**config.mk**
```make
export PLATFORM = sky130hd
export DESIGN_NAME = baud_rate_ctrl_flat
export DESIGN_NICKNAME = d
export VERILOG_FILES = /design/src/rtl/baud_pkg.sv /design/src/rtl/baud_rate_ctrl_if.sv /design/src/rtl/tick_divider.sv /design/src/rtl/baud_rate_ctrl.sv /design/src/flat_wrapper.sv
export SDC_FILE = /design/constraint.sdc
export NUM_CORES = 1
export LEC_CHECK = 0
export CAP_MARGIN = 20
export CORE_MARGIN = 10
export CORE_UTILIZATION = 40
export CTS_BUF_LIST = sky130_fd_sc_hd__clkbuf_8
export CTS_CLUSTER_SIZE = 28
export DETAILED_ROUTE_END_ITERATION = 8
export PLACE_DENSITY = 0.67
export RECOVER_POWER = 50
export SKIP_LAST_GASP = 1
export SLEW_MARGIN = 5
export SYNTH_ARGS = -nofsm -noshare
export SYNTH_HDL_FRONTEND = slang
export SYNTH_SLANG_ARGS = --single-unit
```
**constraint.sdc**
```tcl
create_clock -name clk -period 1.8 [get_ports clk]
set_clock_uncertainty 0.05 [all_clocks]
set_input_delay 0.36 -clock clk [delete_from_list [all_inputs] [get_ports clk]]
set_output_delay 0.36 -clock clk [all_outputs]
set_load 0.1 [all_outputs]
```
**src/rtl/baud_pkg.sv**
```systemverilog
// -----------------------------------------------------------------------------
// baud_pkg
// Shared definitions for the UART baud-timing block:
//   - controller state encoding (RUN / WAIT / APPLY)
//   - default divisor width, reset divisor and oversample ratio
//   - divisor values for the standard rates at a 100 MHz system clock
//   - a helper that computes a divisor for an arbitrary rate
// A divisor value D gives one oversample tick every D+1 clock cycles.
// -----------------------------------------------------------------------------
package baud_pkg;

  // Controller states; values are fixed so that waveforms and older
  // register dumps decode identically.
  typedef enum logic [1:0] {
    ST_RUN   = 2'd0,
    ST_WAIT  = 2'd1,
    ST_APPLY = 2'd2
  } baud_state_e;

  localparam int BAUD_DIV_W       = 10;
  localparam int BAUD_OVS         = 16;
  localparam int BAUD_SYS_CLK_HZ  = 100_000_000;

  // Divisors for 16x oversampling at 100 MHz (period = divisor + 1 cycles).
  localparam int BAUD_DIV_9600    = 650;
  localparam int BAUD_DIV_19200   = 325;
  localparam int BAUD_DIV_115200  = 53;
  localparam int BAUD_DEFAULT_DIV = BAUD_DIV_9600;

  // Nearest divisor for a given clock, oversample ratio and baud rate.
  // The tick period is round(clk / (ovs * baud)) cycles, divisor is one less.
  function automatic int unsigned baud_div(input int unsigned clk_hz,
                                           input int unsigned ovs,
                                           input int unsigned baud);
    int unsigned step;
    step = ovs * baud;
    return ((clk_hz + (step / 32'd2)) / step) - 32'd1;
  endfunction

endpackage : baud_pkg

```
**src/rtl/baud_rate_ctrl_if.sv**
```systemverilog
// -----------------------------------------------------------------------------
// baud_rate_ctrl_if
// Bundles the configuration handshake, traffic status and tick outputs of the
// baud-rate controller.
//   master : host/core side - drives enable, cfg_valid, cfg_div, tx_busy,
//            rx_busy; observes cfg_ready, s_tick, tx_tick, cur_div, pending.
//   slave  : the controller itself (opposite directions).
// -----------------------------------------------------------------------------
interface baud_rate_ctrl_if
  import baud_pkg::*;
#(
  parameter int DIV_W = BAUD_DIV_W
);

  logic             enable;     // tick generation enable
  logic             cfg_valid;  // new divisor offered
  logic [DIV_W-1:0] cfg_div;    // offered divisor
  logic             cfg_ready;  // controller can accept cfg_div
  logic             tx_busy;    // transmitter mid-frame
  logic             rx_busy;    // receiver mid-frame
  logic             s_tick;     // oversample tick
  logic             tx_tick;    // bit tick
  logic [DIV_W-1:0] cur_div;    // divisor in effect
  logic             pending;    // accepted divisor awaiting application

  modport master (
    output enable, cfg_valid, cfg_div, tx_busy, rx_busy,
    input  cfg_ready, s_tick, tx_tick, cur_div, pending
  );

  modport slave (
    input  enable, cfg_valid, cfg_div, tx_busy, rx_busy,
    output cfg_ready, s_tick, tx_tick, cur_div, pending
  );

endinterface : baud_rate_ctrl_if

```
**src/rtl/tick_divider.sv**
```systemverilog
// -----------------------------------------------------------------------------
// tick_divider
// Free-running cycle counter that pulses 'tick' when the count reaches 'div'
// and then wraps to zero, giving a period of div+1 cycles (div=0 -> tick
// every cycle).
// Ports:
//   clk    in  system clock, rising edge
//   clear  in  synchronous active-high reset
//   enable in  count enable; while low the count is held at zero
//   reload in  restart request; count forced to zero, tick suppressed
//   div    in  terminal count
//   tick   out one-cycle pulse on terminal count
// -----------------------------------------------------------------------------
module tick_divider
  import baud_pkg::*;
#(
  parameter int DIV_W = BAUD_DIV_W
) (
  input  logic             clk,
  input  logic             clear,
  input  logic             enable,
  input  logic             reload,
  input  logic [DIV_W-1:0] div,
  output logic             tick
);

  logic [DIV_W-1:0] cnt_r;
  logic             tick_s;

  // The terminal-count compare is gated so a reload cycle never emits a tick.
  assign tick_s = enable && !reload && (cnt_r == div);
  assign tick   = tick_s;

  // Counter: hold at zero when disabled or reloading, wrap on terminal count.
  always_ff @(posedge clk) begin
    if (clear) begin
      cnt_r <= {DIV_W{1'b0}};
    end else if (!enable || reload || tick_s) begin
      cnt_r <= {DIV_W{1'b0}};
    end else begin
      cnt_r <= cnt_r + DIV_W'(1);
    end
  end

endmodule : tick_divider

```
**src/rtl/baud_rate_ctrl.sv**
```systemverilog
// -----------------------------------------------------------------------------
// baud_rate_ctrl
// Owns UART baud timing: holds the active divisor, produces the oversample
// tick (s_tick, every cur_div+1 cycles) and the bit tick (tx_tick, one per
// OVS s_ticks), and safely swaps in a new divisor between frames.
// A divisor is accepted over a valid/ready handshake into a shadow register
// and copied to cur_div only in a one-cycle APPLY state entered when both
// tx and rx cores are idle (or ticks are disabled). APPLY restarts both
// counters so the first tick at the new rate is clean.
// Ports:
//   clk   in  system clock, rising edge
//   clear in  synchronous active-high reset
//   bus   slave side of baud_rate_ctrl_if (handshake, busy inputs, ticks,
//         cur_div, pending)
// -----------------------------------------------------------------------------
module baud_rate_ctrl
  import baud_pkg::*;
#(
  parameter int DIV_W       = BAUD_DIV_W,
  parameter int DEFAULT_DIV = BAUD_DEFAULT_DIV,
  parameter int OVS         = BAUD_OVS
) (
  input  logic             clk,
  input  logic             clear,
  baud_rate_ctrl_if.slave  bus
);

  localparam int               OCNT_W   = $clog2(OVS);
  localparam logic [OCNT_W-1:0] OCNT_MAX = OCNT_W'(OVS - 1);
  localparam logic [DIV_W-1:0]  DIV_RST  = DIV_W'(DEFAULT_DIV);

  baud_state_e       state_r;
  baud_state_e       state_nxt_s;
  logic [DIV_W-1:0]  cur_div_r;
  logic [DIV_W-1:0]  shadow_r;
  logic [OCNT_W-1:0] ocnt_r;
  logic              apply_s;
  logic              accept_s;
  logic              idle_s;
  logic              s_tick_s;
  logic              tx_tick_s;

  assign apply_s  = (state_r == ST_APPLY);
  assign accept_s = bus.cfg_valid && (state_r == ST_RUN);
  // With ticks disabled no frame can be in flight at a meaningful rate, so
  // the swap need not wait for the busy flags.
  assign idle_s   = (!bus.tx_busy && !bus.rx_busy) || !bus.enable;

  // Next-state logic for the reconfiguration FSM.
  always_comb begin
    state_nxt_s = state_r;
    case (state_r)
      ST_RUN: begin
        // Busy is sampled at acceptance too, so an idle link skips WAIT.
        if (accept_s) begin
          if (idle_s) begin
            state_nxt_s = ST_APPLY;
          end else begin
            state_nxt_s = ST_WAIT;
          end
        end else begin
          state_nxt_s = ST_RUN;
        end
      end
      ST_WAIT: begin
        if (idle_s) begin
          state_nxt_s = ST_APPLY;
        end else begin
          state_nxt_s = ST_WAIT;
        end
      end
      ST_APPLY: begin
        state_nxt_s = ST_RUN;
      end
      default: begin
        state_nxt_s = ST_RUN;
      end
    endcase
  end

  // FSM state register.
  always_ff @(posedge clk) begin
    if (clear) begin
      state_r <= ST_RUN;
    end else begin
      state_r <= state_nxt_s;
    end
  end

  // Shadow divisor captured on handshake; reset discards any waiting value.
  always_ff @(posedge clk) begin
    if (clear) begin
      shadow_r <= {DIV_W{1'b0}};
    end else if (accept_s) begin
      shadow_r <= bus.cfg_div;
    end else begin
      shadow_r <= shadow_r;
    end
  end

  // Active divisor, updated only in the APPLY cycle.
  always_ff @(posedge clk) begin
    if (clear) begin
      cur_div_r <= DIV_RST;
    end else if (apply_s) begin
      cur_div_r <= shadow_r;
    end else begin
      cur_div_r <= cur_div_r;
    end
  end

  tick_divider #(
    .DIV_W (DIV_W)
  ) u_tick_divider (
    .clk    (clk),
    .clear  (clear),
    .enable (bus.enable),
    .reload (apply_s),
    .div    (cur_div_r),
    .tick   (s_tick_s)
  );

  // Oversample counter: counts s_ticks, restarted by APPLY and held when off.
  always_ff @(posedge clk) begin
    if (clear) begin
      ocnt_r <= {OCNT_W{1'b0}};
    end else if (apply_s || !bus.enable) begin
      ocnt_r <= {OCNT_W{1'b0}};
    end else if (s_tick_s) begin
      if (ocnt_r == OCNT_MAX) begin
        ocnt_r <= {OCNT_W{1'b0}};
      end else begin
        ocnt_r <= ocnt_r + OCNT_W'(1);
      end
    end else begin
      ocnt_r <= ocnt_r;
    end
  end

  assign tx_tick_s = s_tick_s && (ocnt_r == OCNT_MAX);

  assign bus.s_tick    = s_tick_s;
  assign bus.tx_tick   = tx_tick_s;
  assign bus.cur_div   = cur_div_r;
  assign bus.cfg_ready = (state_r == ST_RUN);
  assign bus.pending   = (state_r != ST_RUN);

endmodule : baud_rate_ctrl

```
**src/flat_wrapper.sv**
```systemverilog
// flat-port wrapper written by rule: the top's interface ports become plain ports
module baud_rate_ctrl_flat import baud_pkg::*;
#(
  parameter int DIV_W       = BAUD_DIV_W,
  parameter int DEFAULT_DIV = BAUD_DEFAULT_DIV,
  parameter int OVS         = BAUD_OVS
)
  (clk, clear, bus_enable, bus_cfg_valid, bus_cfg_div, bus_tx_busy, bus_rx_busy, bus_cfg_ready, bus_s_tick, bus_tx_tick, bus_cur_div, bus_pending);
  baud_rate_ctrl_if #(.DIV_W(DIV_W)) bus_i ();
  input  logic clk;
  input  logic clear;
  input wire logic [$bits(bus_i.enable)-1:0] bus_enable;
  input wire logic [$bits(bus_i.cfg_valid)-1:0] bus_cfg_valid;
  input wire logic [$bits(bus_i.cfg_div)-1:0] bus_cfg_div;
  input wire logic [$bits(bus_i.tx_busy)-1:0] bus_tx_busy;
  input wire logic [$bits(bus_i.rx_busy)-1:0] bus_rx_busy;
  output wire logic [$bits(bus_i.cfg_ready)-1:0] bus_cfg_ready;
  output wire logic [$bits(bus_i.s_tick)-1:0] bus_s_tick;
  output wire logic [$bits(bus_i.tx_tick)-1:0] bus_tx_tick;
  output wire logic [$bits(bus_i.cur_div)-1:0] bus_cur_div;
  output wire logic [$bits(bus_i.pending)-1:0] bus_pending;
  assign bus_i.enable = bus_enable;
  assign bus_i.cfg_valid = bus_cfg_valid;
  assign bus_i.cfg_div = bus_cfg_div;
  assign bus_i.tx_busy = bus_tx_busy;
  assign bus_i.rx_busy = bus_rx_busy;
  assign bus_cfg_ready = bus_i.cfg_ready;
  assign bus_s_tick = bus_i.s_tick;
  assign bus_tx_tick = bus_i.tx_tick;
  assign bus_cur_div = bus_i.cur_div;
  assign bus_pending = bus_i.pending;
  baud_rate_ctrl #(.DIV_W(DIV_W), .DEFAULT_DIV(DEFAULT_DIV), .OVS(OVS)) u_core (.clk(clk), .clear(clear), .bus(bus_i));
endmodule
```
Word level (Yosys, flattened, before mapping):

Index checks and enable logic that the tools add are counted.

* register bits: 36
* input port bits: 16
* output and inout port bits: 14
* logic and storage cells: 31

* add/subtract/negate cells: 2
* equality and inequality tests: 4
* multiplexer cells: 4
* reductions and logical operators: 16

Operators by type and width (count)
* $add A10 B1 Y10 const B: 1
* $eq A10 B10 Y1: 1
* $logic_and A1 B1 Y1: 5
* $add A4 B1 Y4 const B: 1
* $eq A4 B4 Y1 const B: 1
* $logic_not A1 Y1: 4
* $mux W2: 2
* $mux W4: 1
* $pmux W2 S2: 1
* $reduce_or A2 Y1: 2
* $logic_or A1 B1 Y1: 3
* $eq A2 B1 Y1 const B: 1
* $eq A2 B2 Y1 const B: 1
* $logic_not A2 Y1: 1
* $reduce_bool A2 Y1: 1

Longest topological paths before layout:

Gate-level depths: netlist of run 1.

* depth after elaboration: 6
* mapped depth: 5

Modules after synthesis:

From an unflattened synthesis of run 1, not the netlist that was laid out.

* cells, all modules: 173
* area, all modules: 1536.5 sq um

Modules (own cells, without submodules)
* baud_rate_ctrl: instances 1, cells an instance 109, area an instance 992.2 sq um, seq. area each 520.5 sq um
* tick_divider: instances 1, cells an instance 64, area an instance 544.3 sq um, seq. area each 200.2 sq um

Least setup slack after synthesis of run 1:

OpenSTA, ideal clock, no wires.

* path kind: reg-to-output
* start point: reg u_core.cur_div_r[9] (netlist: u_core.bus.cur_div[9])
* end point: out bus_s_tick
* arrival time: 3113 ps
* setup slack: -1723 ps
* stages on the path, launching flop included: 6
* path buffers: 1
* path through: dfxtp_1 -> xnor2_2 -> nand4_2 -> or3_1 -> buf_6 -> nor2_1

* longest elaborated chain between the ends: 2

RTL lines
* start, declared: RTL line baud_rate_ctrl.sv:34 `logic [DIV_W-1:0] cur_div_r;`
* start signal, assigned: RTL line baud_rate_ctrl.sv:106 `cur_div_r <= shadow_r;`
* start signal, assigned: RTL line baud_rate_ctrl.sv:108 `cur_div_r <= cur_div_r;`
* $eq A10 B10 Y1: RTL line tick_divider.sv:31 `assign tick_s = enable && !reload && (cnt_r == div);`
* $logic_and A1 B1 Y1: RTL line tick_divider.sv:31
* end, declared: RTL line flat_wrapper.sv:18 `output wire logic [$bits(bus_i.s_tick)-1:0] bus_s_tick;`

Every way passes these cells.

Worst setup path in the final report of run 1:

* start point: reg u_core.u_tick_divider.cnt_r[9]
* end point: out bus_tx_tick

* longest elaborated chain between the ends: 3

RTL lines
* start, declared: RTL line tick_divider.sv:27 `logic [DIV_W-1:0] cnt_r;`
* start signal, assigned: RTL line tick_divider.sv:37 `cnt_r <= {DIV_W{1'b0}};`
* start signal, assigned: RTL line tick_divider.sv:39 `cnt_r <= {DIV_W{1'b0}};`
* start signal, assigned: RTL line tick_divider.sv:41 `cnt_r <= cnt_r + DIV_W'(1);`
* $eq A10 B10 Y1: RTL line tick_divider.sv:31
* $logic_and A1 B1 Y1: RTL line tick_divider.sv:31
* $logic_and A1 B1 Y1: RTL line baud_rate_ctrl.sv:140 `assign tx_tick_s = s_tick_s && (ocnt_r == OCNT_MAX);`
* end, declared: RTL line flat_wrapper.sv:19 `output wire logic [$bits(bus_i.tx_tick)-1:0] bus_tx_tick;`

Every way passes these cells.

==> impl_metrics.env, run 1 <==
export IMPL_syn_nets=201
export IMPL_synth_seq_area_share_pct=45.9
export IMPL_violations="setup timing"
export IMPL_rsz0062_at_grt="true"
export IMPL_diodes=0
export IMPL_end_kind="output port"
export IMPL_stdcell_count=291
export IMPL_finalSetupViolations=2
export IMPL_synth_compound_area_share_pct=7.09
export IMPL_p_int_mw=1.35
export IMPL_wl_per_cell_um=13.2
export IMPL_max_clock_freq_ghz=0.466
export IMPL_synth_xor_area_share_pct=11.9
export IMPL_ys_seq_elements=36
export IMPL_port_buffers=29
export IMPL_drive_gt1_share_pct=32.1
export IMPL_avgSynthCellArea_um2=8.59
export IMPL_hold_buffers=0
export IMPL_area_growth_pct=54.2
export IMPL_antenna_left=0
export IMPL_fp_row_count=22
export IMPL_cts_sinks=36
export IMPL_htreeDepth=2
export IMPL_grt_usage_pct=12.6
export IMPL_place_congestion=0.799
export IMPL_synth_cell_types=30
export IMPL_path_max_fanout=4
export IMPL_grt_remaining_overflow=0
export IMPL_comb_power_share_pct=17.1
export IMPL_max_cap_viol_count=0
export IMPL_crit_chain="xnor2_2 -> nand4_2 -> or3_4 -> nor3_4 -> buf_12"
export IMPL_yosys_area_share_simple_pct=28.5
export IMPL_synth_mux_area_share_pct=1.91
export IMPL_switching_power_mw=0.491
export IMPL_holdPathStages=2
export IMPL_worstSetupPathType="reg -> out"
export IMPL_die_area_um2=6840
export IMPL_period_needed_ps=2140
export IMPL_r2r_start="u_core.u_tick_divider.cnt_r[9]$_SDFF_PP0_"
export IMPL_whs_ps=398
export IMPL_final_cell_mix="nand2_1, buf_4, dfxtp_1, a21oi_1, clkdlybuf4s50_1"
export IMPL_synth_area_um2=1570
export IMPL_pwr_share_seq_pct=45.4
export IMPL_grt_max_degree=13
export IMPL_ys_warn_count=0
export IMPL_clkTransAtPathRegs_ps=70
export IMPL_arrival_ps=1730
export IMPL_drc_errors=0
export IMPL_netSwitchingFraction_pct=26.7
export IMPL_hold_violations=0
export IMPL_critPathLaunchType="register"
export IMPL_vias_per_cell=4.84
export IMPL_min_path_type="reg -> reg"
export IMPL_grt_pass1_wl_um=6470
export IMPL_dp_hpwl_um=3120
export IMPL_die_height_um=82.7
export IMPL_cts_tree="built"
export IMPL_synth_top_family_by_area="simple AND/OR/NAND/NOR gates"
export IMPL_crit_slowest_cell="or3_4"
export IMPL_antenna_found_initial=0
export IMPL_clkPwrFrac_pct=37.5
export IMPL_ios=30
export IMPL_worstPathRequired_ps=1390
export IMPL_core_area_um2=3740
export IMPL_dpl_cell_count=282
export IMPL_powerDensity_nw_per_um2=760
export IMPL_slew_violations=0
export IMPL_reg2reg_depth=5
export IMPL_place_area_um2=2300
export IMPL_cp_slowest_stage_delay_ps=430
export IMPL_p_leak_nw=0.985
export IMPL_clockRootBuffer="clkbuf_8"
export IMPL_clk_path_buf_depth=2
export IMPL_hp_start="u_core.shadow_r[0]$_SDFFE_PP0N_"
export IMPL_netlist_instances=183
export IMPL_initial_utilization_pct=42.0
export IMPL_insertion_delay_ps=290
export IMPL_cts_buffers=5
export IMPL_first_iter_violations=75
export IMPL_r2r_slack_ps=260
export IMPL_firstDrtPassIters=4
export IMPL_final_cell_area_um2=2420
export IMPL_slew_limit_headroom_pct=63.7
export IMPL_drt_total_wl_um=3850
export IMPL_grt_pass1_vias=1471
export IMPL_r2r_end="u_core.u_tick_divider.cnt_r[1]$_SDFF_PP0_"
export IMPL_tightest_slew_ps=546
export IMPL_hold_end="u_core.bus.cur_div[0]$_SDFFE_PP0P_"
export IMPL_fin_ws_ps=-345
export IMPL_layout_commonest_cell="nand2_1"
export IMPL_die_width_um=82.7
export IMPL_dr_total_vias=1407
export IMPL_nets=260
export IMPL_status="finished with violations"
export IMPL_vdd_drop_max_v=0.000420
export IMPL_min_period_over_period_pct=119
export IMPL_synth_fa_ha_area_share_pct=1.59
==> routing by layer <==
| layer | track usage, % | share of wire [%] | up-vias |
|---|---|---|---|
| li1 | - | - | 725 |
| met1 | 12.1 | 40 | 642 |
| met2 | 22.1 | 52 | 32 |
| met3 | 6.16 | 6.2 | 8 |
| met4 | 6.35 | 2.0 | 0 |
| met5 | 0 | 0 | - |
==> worst max-delay path: cells and delay by family (launching register included) <==
kind          cells  cell delay [ps]
flops             1              340
buf+inv           1              200
simple gates      3              730
xor+xnor          1              170
==> cell usage after synthesis, drive strengths merged <==
cell type / n / area [um^2]
nor2b: 1 / 6.26
xnor2: 11 / 126
buf: 1 / 11.3
nor4: 3 / 18.8
dfxtp: 36 / 721
nor3: 2 / 20.0
a21oi: 16 / 80.1
nand2b: 2 / 12.5
and4: 1 / 8.76
nand3: 4 / 20.0
and3: 3 / 20.0
nor2: 14 / 52.6
mux2i: 3 / 30.0
and2: 2 / 12.5
or3: 1 / 6.26
o21ai: 2 / 10.0
xor2: 7 / 61.3
clkbuf: 6 / 22.5
nand4: 6 / 43.8
inv: 4 / 15.0
nand3b: 5 / 37.5
nor4b: 1 / 8.76
nand2: 48 / 180
o41ai: 1 / 8.76
ha: 2 / 25.0
o31ai: 1 / 12.5
==> registers in the layout, indices dropped and copies added (netlist names) <==
register	cells
u_core.ocnt_r	4
u_core.u_tick_divider.cnt_r	10
u_core.bus.cur_div	10
u_core.shadow_r	10
u_core.state_r	2
==> how the worst max path moves through the flow <==
stage | startpoint | endpoint | depth (start not counted)
2_1_floorplan | u_core.bus.cur_div[9]$_SDFFE_PP1P_ | bus_tx_tick | 5
3_3_place_gp | u_core.u_tick_divider.cnt_r[9]$_SDFF_PP0_ | bus_tx_tick | 5
3_5_place_dp | u_core.u_tick_divider.cnt_r[9]$_SDFF_PP0_ | bus_tx_tick | 5
4_1_cts | u_core.u_tick_divider.cnt_r[9]$_SDFF_PP0_ | bus_tx_tick | 5
5_1_grt | u_core.bus.cur_div[6]$_SDFFE_PP0P_ | bus_tx_tick | 5
6_report | u_core.u_tick_divider.cnt_r[9]$_SDFF_PP0_ | bus_tx_tick | 5
==> what timing repair did <==
item,CTS,global route
pin swaps,2,2
setup endpoints to repair,2,11
setup buffers,1,0
gates resized for setup,3,6
==> cells by family after synthesis <==
kind of cell / count (synthesis)
XOR/XNOR: 18
AND/OR/NAND/NOR: 93
flip-flops: 36
adder cells (fa/ha/maj): 2
AO/OA/AOI/OAI: 20
multiplexers: 3
buffers and inverters: 11
==> area by class of cell <==
type	instances	area, um^2
clock buffer	5	68.8
inverter	4	15.0
timing repair buffer	59	618
multi-input combinational	136	860
fill	334	1320
tap	48	60.1
sequential	36	763
clock inverter	3	38.8
==> metrics by stage <==
stage,TNS [ps],total power [mW],setup slack [ps],util [%]
after floorplan,-1210,1.03,-698,-
after global routing,-803,1.92,-428,64.7
after global placement,-106,1.17,-74.3,61.6
final,-642,1.84,-345,64.7
after detailed placement,-244,1.18,-148,61.6
after CTS,-669,1.87,-373,64.8
==> power by group through the flow <==
stage | logic [mW] | registers (mW) | clock network, mW
6_report | 0.316 | 0.835 | 0.690
3_5_place_dp | 0.324 | 0.854 | 0
2_1_floorplan | 0.118 | 0.916 | 0
3_3_place_gp | 0.317 | 0.852 | 0
4_1_cts | 0.325 | 0.836 | 0.706
5_1_grt | 0.336 | 0.839 | 0.743
Note: power is estimated with default switching activity, not from simulation.
==> run 2, diff against run 1 <==
- PLACE_DENSITY: 0.67 -> 0.64
- clock period: 1.8 -> 2.6 ns (I/O delays scaled with it)
==> impl_metrics.env, run 2 (synthesis results as in run 1) <==
export IMPL_vias_per_cell=4.93
export IMPL_htreeDepth=2
export IMPL_met2_usage_pct=18.2
export IMPL_grt_max_degree=24
export IMPL_drive_gt1_share_pct=21.7
export IMPL_area_growth_pct=34.7
export IMPL_min_path_type="reg -> reg"
export IMPL_p_leak_nw=0.824
export IMPL_end_kind="output port"
export IMPL_path_max_fanout=6
export IMPL_cts_tree="built"
export IMPL_insertion_delay_ps=280
export IMPL_initial_utilization_pct=42.0
export IMPL_grtUsageMet3_pct=4.75
export IMPL_diodes=0
export IMPL_stdcell_count=265
export IMPL_dr_total_vias=1306
export IMPL_grt_pass1_wl_um=6140
export IMPL_hold_buffers=0
export IMPL_p_int_mw=1.10
export IMPL_critPathLaunchType="register"
export IMPL_grt_usage_pct=11.5
export IMPL_core_area_um2=3740
export IMPL_powerDensity_nw_per_um2=678
export IMPL_fp_row_count=22
export IMPL_reg2reg_depth=5
export IMPL_grt_pass1_vias=1309
export IMPL_clkTransAtPathRegs_ps=70
export IMPL_rsz0062_at_grt="false"
export IMPL_status="finished, final reports clean"
export IMPL_tightest_slew_ps=1170
export IMPL_layout_commonest_cell="nand2_1"
export IMPL_wl_per_cell_um=13.3
export IMPL_switching_power_mw=0.332
export IMPL_place_congestion=0.847
export IMPL_max_cap_viol_count=0
export IMPL_max_clock_freq_ghz=0.404
export IMPL_finalSetupViolations=0
export IMPL_antenna_left=0
export IMPL_dp_hpwl_um=2640
export IMPL_first_iter_violations=48
export IMPL_p_total_mw=1.43
export IMPL_r2r_start="u_core.u_tick_divider.cnt_r[6]$_SDFF_PP0_"
export IMPL_period_needed_ps=2480
export IMPL_cts_buffers=5
export IMPL_r2r_end="u_core.u_tick_divider.cnt_r[9]$_SDFF_PP0_"
export IMPL_antenna_found_initial=0
export IMPL_die_width_um=82.7
export IMPL_port_buffers=29
export IMPL_ios=30
export IMPL_nets=234
export IMPL_dpl_cell_count=256
export IMPL_top_usage_layer="met2"
export IMPL_comb_power_share_pct=12.2
export IMPL_vdd_drop_max_v=0.000445
export IMPL_worstSetupPathType="reg -> out"
export IMPL_hp_start="u_core.shadow_r[2]$_SDFFE_PP0N_"
export IMPL_clk_path_buf_depth=2
export IMPL_firstDrtPassIters=4
export IMPL_grt_remaining_overflow=0
export IMPL_arrival_ps=1910
export IMPL_drc_errors=0
export IMPL_worstPathRequired_ps=2030
export IMPL_netSwitchingFraction_pct=23.2
export IMPL_r2r_slack_ps=750
export IMPL_die_area_um2=6840
export IMPL_use_met1_pct=13.5
export IMPL_holdPathStages=2
export IMPL_die_height_um=82.7
export IMPL_nFillCells=338
export IMPL_clockRootBuffer="clkbuf_8"
export IMPL_clkPwrFrac_pct=47.2
export IMPL_slew_violations=0
export IMPL_hold_violations=0
export IMPL_cts_sinks=36
export IMPL_min_period_over_period_pct=95.3
export IMPL_slew_limit_headroom_pct=22.2
export IMPL_final_cell_mix="nand2_1, dfxtp_1, a21oi_1, clkdlybuf4s50_1, buf_4"
export IMPL_hold_end="u_core.bus.cur_div[2]$_SDFFE_PP0P_"
export IMPL_drt_total_wl_um=3530
export IMPL_pwr_share_seq_pct=40.5
## run 2: final cells by class
| class | instances | area [um^2] | area share (%) |
|---|---|---|---|
| sequential | 36 | 761 | 35.9 |
| inverter | 4 | 15.0 | 0.709 |
| tap | 48 | 60.1 | 2.84 |
| multi-input combinational | 136 | 823 | 38.9 |
| timing repair buffer | 33 | 299 | 14.1 |
| clock inverter | 3 | 90.1 | 4.26 |
| clock buffer | 5 | 68.8 | 3.25 |
## run 2: worst max path at each step
stage / start / endpoint / slack (ps) / cells after the start
global placement: u_core.u_tick_divider.cnt_r[0]$_SDFF_PP0_ / bus_tx_tick / 370 / 5
CTS: u_core.u_tick_divider.cnt_r[0]$_SDFF_PP0_ / bus_tx_tick / 90 / 5
finish: u_core.u_tick_divider.cnt_r[2]$_SDFF_PP0_ / bus_tx_tick / 120 / 5
floorplan: u_core.bus.cur_div[9]$_SDFFE_PP1P_ / bus_tx_tick / -60 / 5
global route: u_core.u_tick_divider.cnt_r[6]$_SDFF_PP0_ / bus_tx_tick / 6 / 5
detailed placement: u_core.u_tick_divider.cnt_r[1]$_SDFF_PP0_ / bus_tx_tick / 310 / 5
## run 2: what timing repair did
action,in CTS,in global routing
endpoints found under the setup margin,1,1
resized for setup,1,2
pin swaps,0,1
setup buffers,0,1
## run 2: per-stage QoR
step / hold WS (ps) / TNS (ps) / worst slack, ps / util (%) / cell area [um^2]
2_1_floorplan: 372 / -58.4 / -58.4 / - / 1630
3_3_place_gp: 386 / 0 / 371 / 52.2 / 1950
3_5_place_dp: 390 / 0 / 314 / 52.2 / 1950
4_1_cts: 402 / 0 / 86.5 / 56.6 / 2120
5_1_grt: 427 / 0 / 5.93 / 56.6 / 2120
6_report: 402 / 0 / 123 / 56.6 / 2120
## run 2: power by group through the flow
| stage | sequential (mW) | clock, mW | combinational (mW) |
|---|---|---|---|
| 2_1_floorplan | 0.634 | 0 | 0.0814 |
| 3_3_place_gp | 0.593 | 0 | 0.173 |
| 3_5_place_dp | 0.595 | 0 | 0.176 |
| 4_1_cts | 0.582 | 0.693 | 0.177 |
| 5_1_grt | 0.585 | 0.723 | 0.188 |
| 6_report | 0.582 | 0.678 | 0.176 |
## run 2: worst max-delay path, stage by stage, from the launching register on
cell     delay [ps]
dfxtp_1         460
xnor2_2         150
nand4_2         160
or3_4           470
nor3_4          170
buf_12          200
## run 2: per-layer routing
layer	wire, um	part of all wire, %
met1	1570	44
met2	1750	50
met3	163	4.6
met4	50	1.4
met5	0	0
==> run 3, diff against run 2 <==
- SYNTH_HIERARCHICAL: not set -> 1
==> impl_metrics.env, run 3 <==
export IMPL_status="finished, final reports clean"
export IMPL_final_cell_mix="nor2_1, nand2_1, dfxtp_1, clkdlybuf4s50_1, buf_4"
export IMPL_clk_path_buf_depth=2
export IMPL_crit_chain="xor2_2 -> nor4_2 -> nand3_1 -> nor2_4 -> nand2_2 -> nor2_4 -> buf_12"
export IMPL_initial_utilization_pct=41.7
export IMPL_ys_seq_elements=36
export IMPL_grt_remaining_overflow=0
export IMPL_worstSetupPathType="reg -> out"
export IMPL_antenna_left=0
export IMPL_dr_total_vias=1219
export IMPL_core_area_um2=3690
export IMPL_rsz0062_at_grt="true"
export IMPL_ys_async_sr_fraction_pct=0
export IMPL_grt_pass1_wl_um=5550
export IMPL_min_path_type="reg -> reg"
export IMPL_p_leak_nw=0.798
export IMPL_cts_buffers=5
export IMPL_max_cap_viol_count=0
export IMPL_slew_limit_headroom_pct=20.6
export IMPL_drive_gt1_share_pct=22.5
export IMPL_yosysMostFrequentCell="dfxtp_1"
export IMPL_hold_violations=0
export IMPL_antenna_found_initial=0
export IMPL_grt_max_degree=24
export IMPL_finalSetupViolations=0
export IMPL_syn_nets=191
export IMPL_wl_per_cell_um=12.7
export IMPL_tightest_slew_ps=1200
export IMPL_fp_row_count=22
export IMPL_route_met2_wl_um=1720
export IMPL_vias_per_cell=4.67
export IMPL_grt_usage_pct=10.6
export IMPL_netlist_instances=173
export IMPL_dpl_cell_count=246
export IMPL_wl_met3_um=117
export IMPL_nets=230
export IMPL_powerDensity_nw_per_um2=587
export IMPL_area_growth_pct=35.6
export IMPL_min_period_over_period_pct=97.7
export IMPL_vdd_drop_max_v=0.000360
export IMPL_cts_sinks=36
export IMPL_stdcell_count=261
export IMPL_final_util_pct=56.5
export IMPL_hold_buffers=0
export IMPL_crit_slowest_cell="nor4_2"
export IMPL_highest_signal_layer="met4"
export IMPL_synth_seq_area_share_pct=46.9
export IMPL_diodes=0
export IMPL_synth_cell_types=28
export IMPL_cp_slowest_stage_delay_ps=360
export IMPL_place_congestion=0.831
export IMPL_die_height_um=82.0
export IMPL_die_width_um=82.0
export IMPL_worstPathRequired_ps=2030
export IMPL_insertion_delay_ps=290
export IMPL_drt_total_wl_um=3330
export IMPL_slew_violations=0
export IMPL_holdPathStages=2
export IMPL_arrival_ps=1970
export IMPL_avgSynthCellArea_um2=8.88
export IMPL_reg2reg_depth=8
export IMPL_layout_commonest_cell="nor2_1"
export IMPL_synth_top_cells_by_count="dfxtp_1, nor2_1, nand2_1"
export IMPL_path_max_fanout=5
export IMPL_cpMostUsedCell="nor2_4"
export IMPL_synth_area_leader_cell="dfxtp_1"
export IMPL_synth_top_area_share_pct=46.9
export IMPL_clkTransAtPathRegs_ps=70
export IMPL_dp_hpwl_um=2520
export IMPL_synthFlopType="dfxtp_1"
export IMPL_drc_errors=0
export IMPL_cts_tree="built"
export IMPL_critPathLaunchType="register"
export IMPL_period_needed_ps=2540
export IMPL_wl_met1_um=1420
export IMPL_max_clock_freq_ghz=0.394
export IMPL_synth_area_leaders="dfxtp_1, xor2_1, mux2i_1"
export IMPL_end_kind="output port"
export IMPL_clockRootBuffer="clkbuf_8"
export IMPL_htreeDepth=2
export IMPL_port_buffers=29
export IMPL_die_area_um2=6720
export IMPL_synth_edf_count=0
export IMPL_ios=30
export IMPL_firstDrtPassIters=4
export IMPL_synth_area_um2=1540
export IMPL_grt_pass1_vias=1220
export IMPL_ys_warn_count=6
export IMPL_first_iter_violations=84
[run 3: cell types whose count changed in the layout (fill, tap and decap cells not counted), sizes merged, moves of 2 or more]
cell and change:
nand4 -5, and2 -2, and3 -3, clkbuf +7, or2 +2, a21oi -7
xor2 +6, nand2 -22, nor2 +15, mux2i +8, nand3 +2, bufinv -2
xnor2 -5, inv +2
[run 3: final timing paths]
kind | endpoint | from | slack [ps]
setup / recovery | bus_tx_tick | u_core/bus.cur_div[2]$_SDFFE_PP0P_ | 60
hold / removal | u_core/bus.cur_div[5]$_SDFFE_PP0P_ | u_core/shadow_r[5]$_SDFFE_PP0N_ | 400
setup reg to reg | u_core/ocnt_r[3]$_SDFFE_PP0P_ | u_core/bus.cur_div[2]$_SDFFE_PP0P_ | 500
hold reg to reg | u_core/bus.cur_div[5]$_SDFFE_PP0P_ | u_core/shadow_r[5]$_SDFFE_PP0N_ | 400
[run 3: through the flow]
step                hold slack [ps]  setup slack, ps  TNS, ps  power, mW  instance area, um^2
finish                          401             59.6        0       1.22                 2080
global route                    431            -29.6    -29.6       1.28                 2080
floorplan                       371             -350     -350      0.717                 1580
global placement                387              309        0      0.765                 1900
CTS                             402             28.9        0       1.25                 2020
detailed placement              391              235        0      0.768                 1900
[run 3: repair_timing]
item	in CTS	in global routing
hold endpoints to repair	0	0
gates resized for setup	3	11
setup endpoints to repair	1	1
pin swaps	1	6
buffers inserted	0	7
[run 3: final cells by class]
type / instances / area [um^2]
Multi-Input combinational cell: 125 / 812
Sequential cell: 36 / 767
Fill cell: 349 / 1610
Clock inverter: 3 / 38.8
Inverter: 5 / 18.8
Timing Repair Buffer: 39 / 318
Tap cell: 48 / 60.1
Clock buffer: 5 / 68.8
[run 3: metal layers]
| metal | global-route usage, % | vias up |
|---|---|---|
| li1 | - | 640 |
| met1 | 11.4 | 553 |
| met2 | 18.2 | 18 |
| met3 | 4.26 | 8 |
| met4 | 4.25 | 0 |
| met5 | 0 | - |
[run 3: cells by family (layout without fill, tap and decap cells)]
logic type / after synthesis / count (layout) / synth area share [%]
compound gates: 12 / 12 / 4.32
flops: 36 / 36 / 46.9
simple gates: 81 / 81 / 25.1
buf+inv: 12 / 52 / 4.07
mux: 11 / 11 / 7.17
xor+xnor: 19 / 19 / 10.8
fa+ha+maj: 2 / 2 / 1.63
[run 3: worst max-delay path, delay by kind of cell, from the launching register on]
| family | cells | cell delay [ps] |
|---|---|---|
| flops | 1 | 350 |
| xor+xnor | 1 | 180 |
| simple gates | 5 | 980 |
| buf+inv | 1 | 180 |
[run 3: power breakdown]
part           switching (mW)  leakage, nW  internal [mW]
Clock                   0.193       0.0593          0.280
Sequential             0.0161        0.301          0.563
Combinational           0.111        0.438         0.0586
Total                   0.320        0.798          0.902
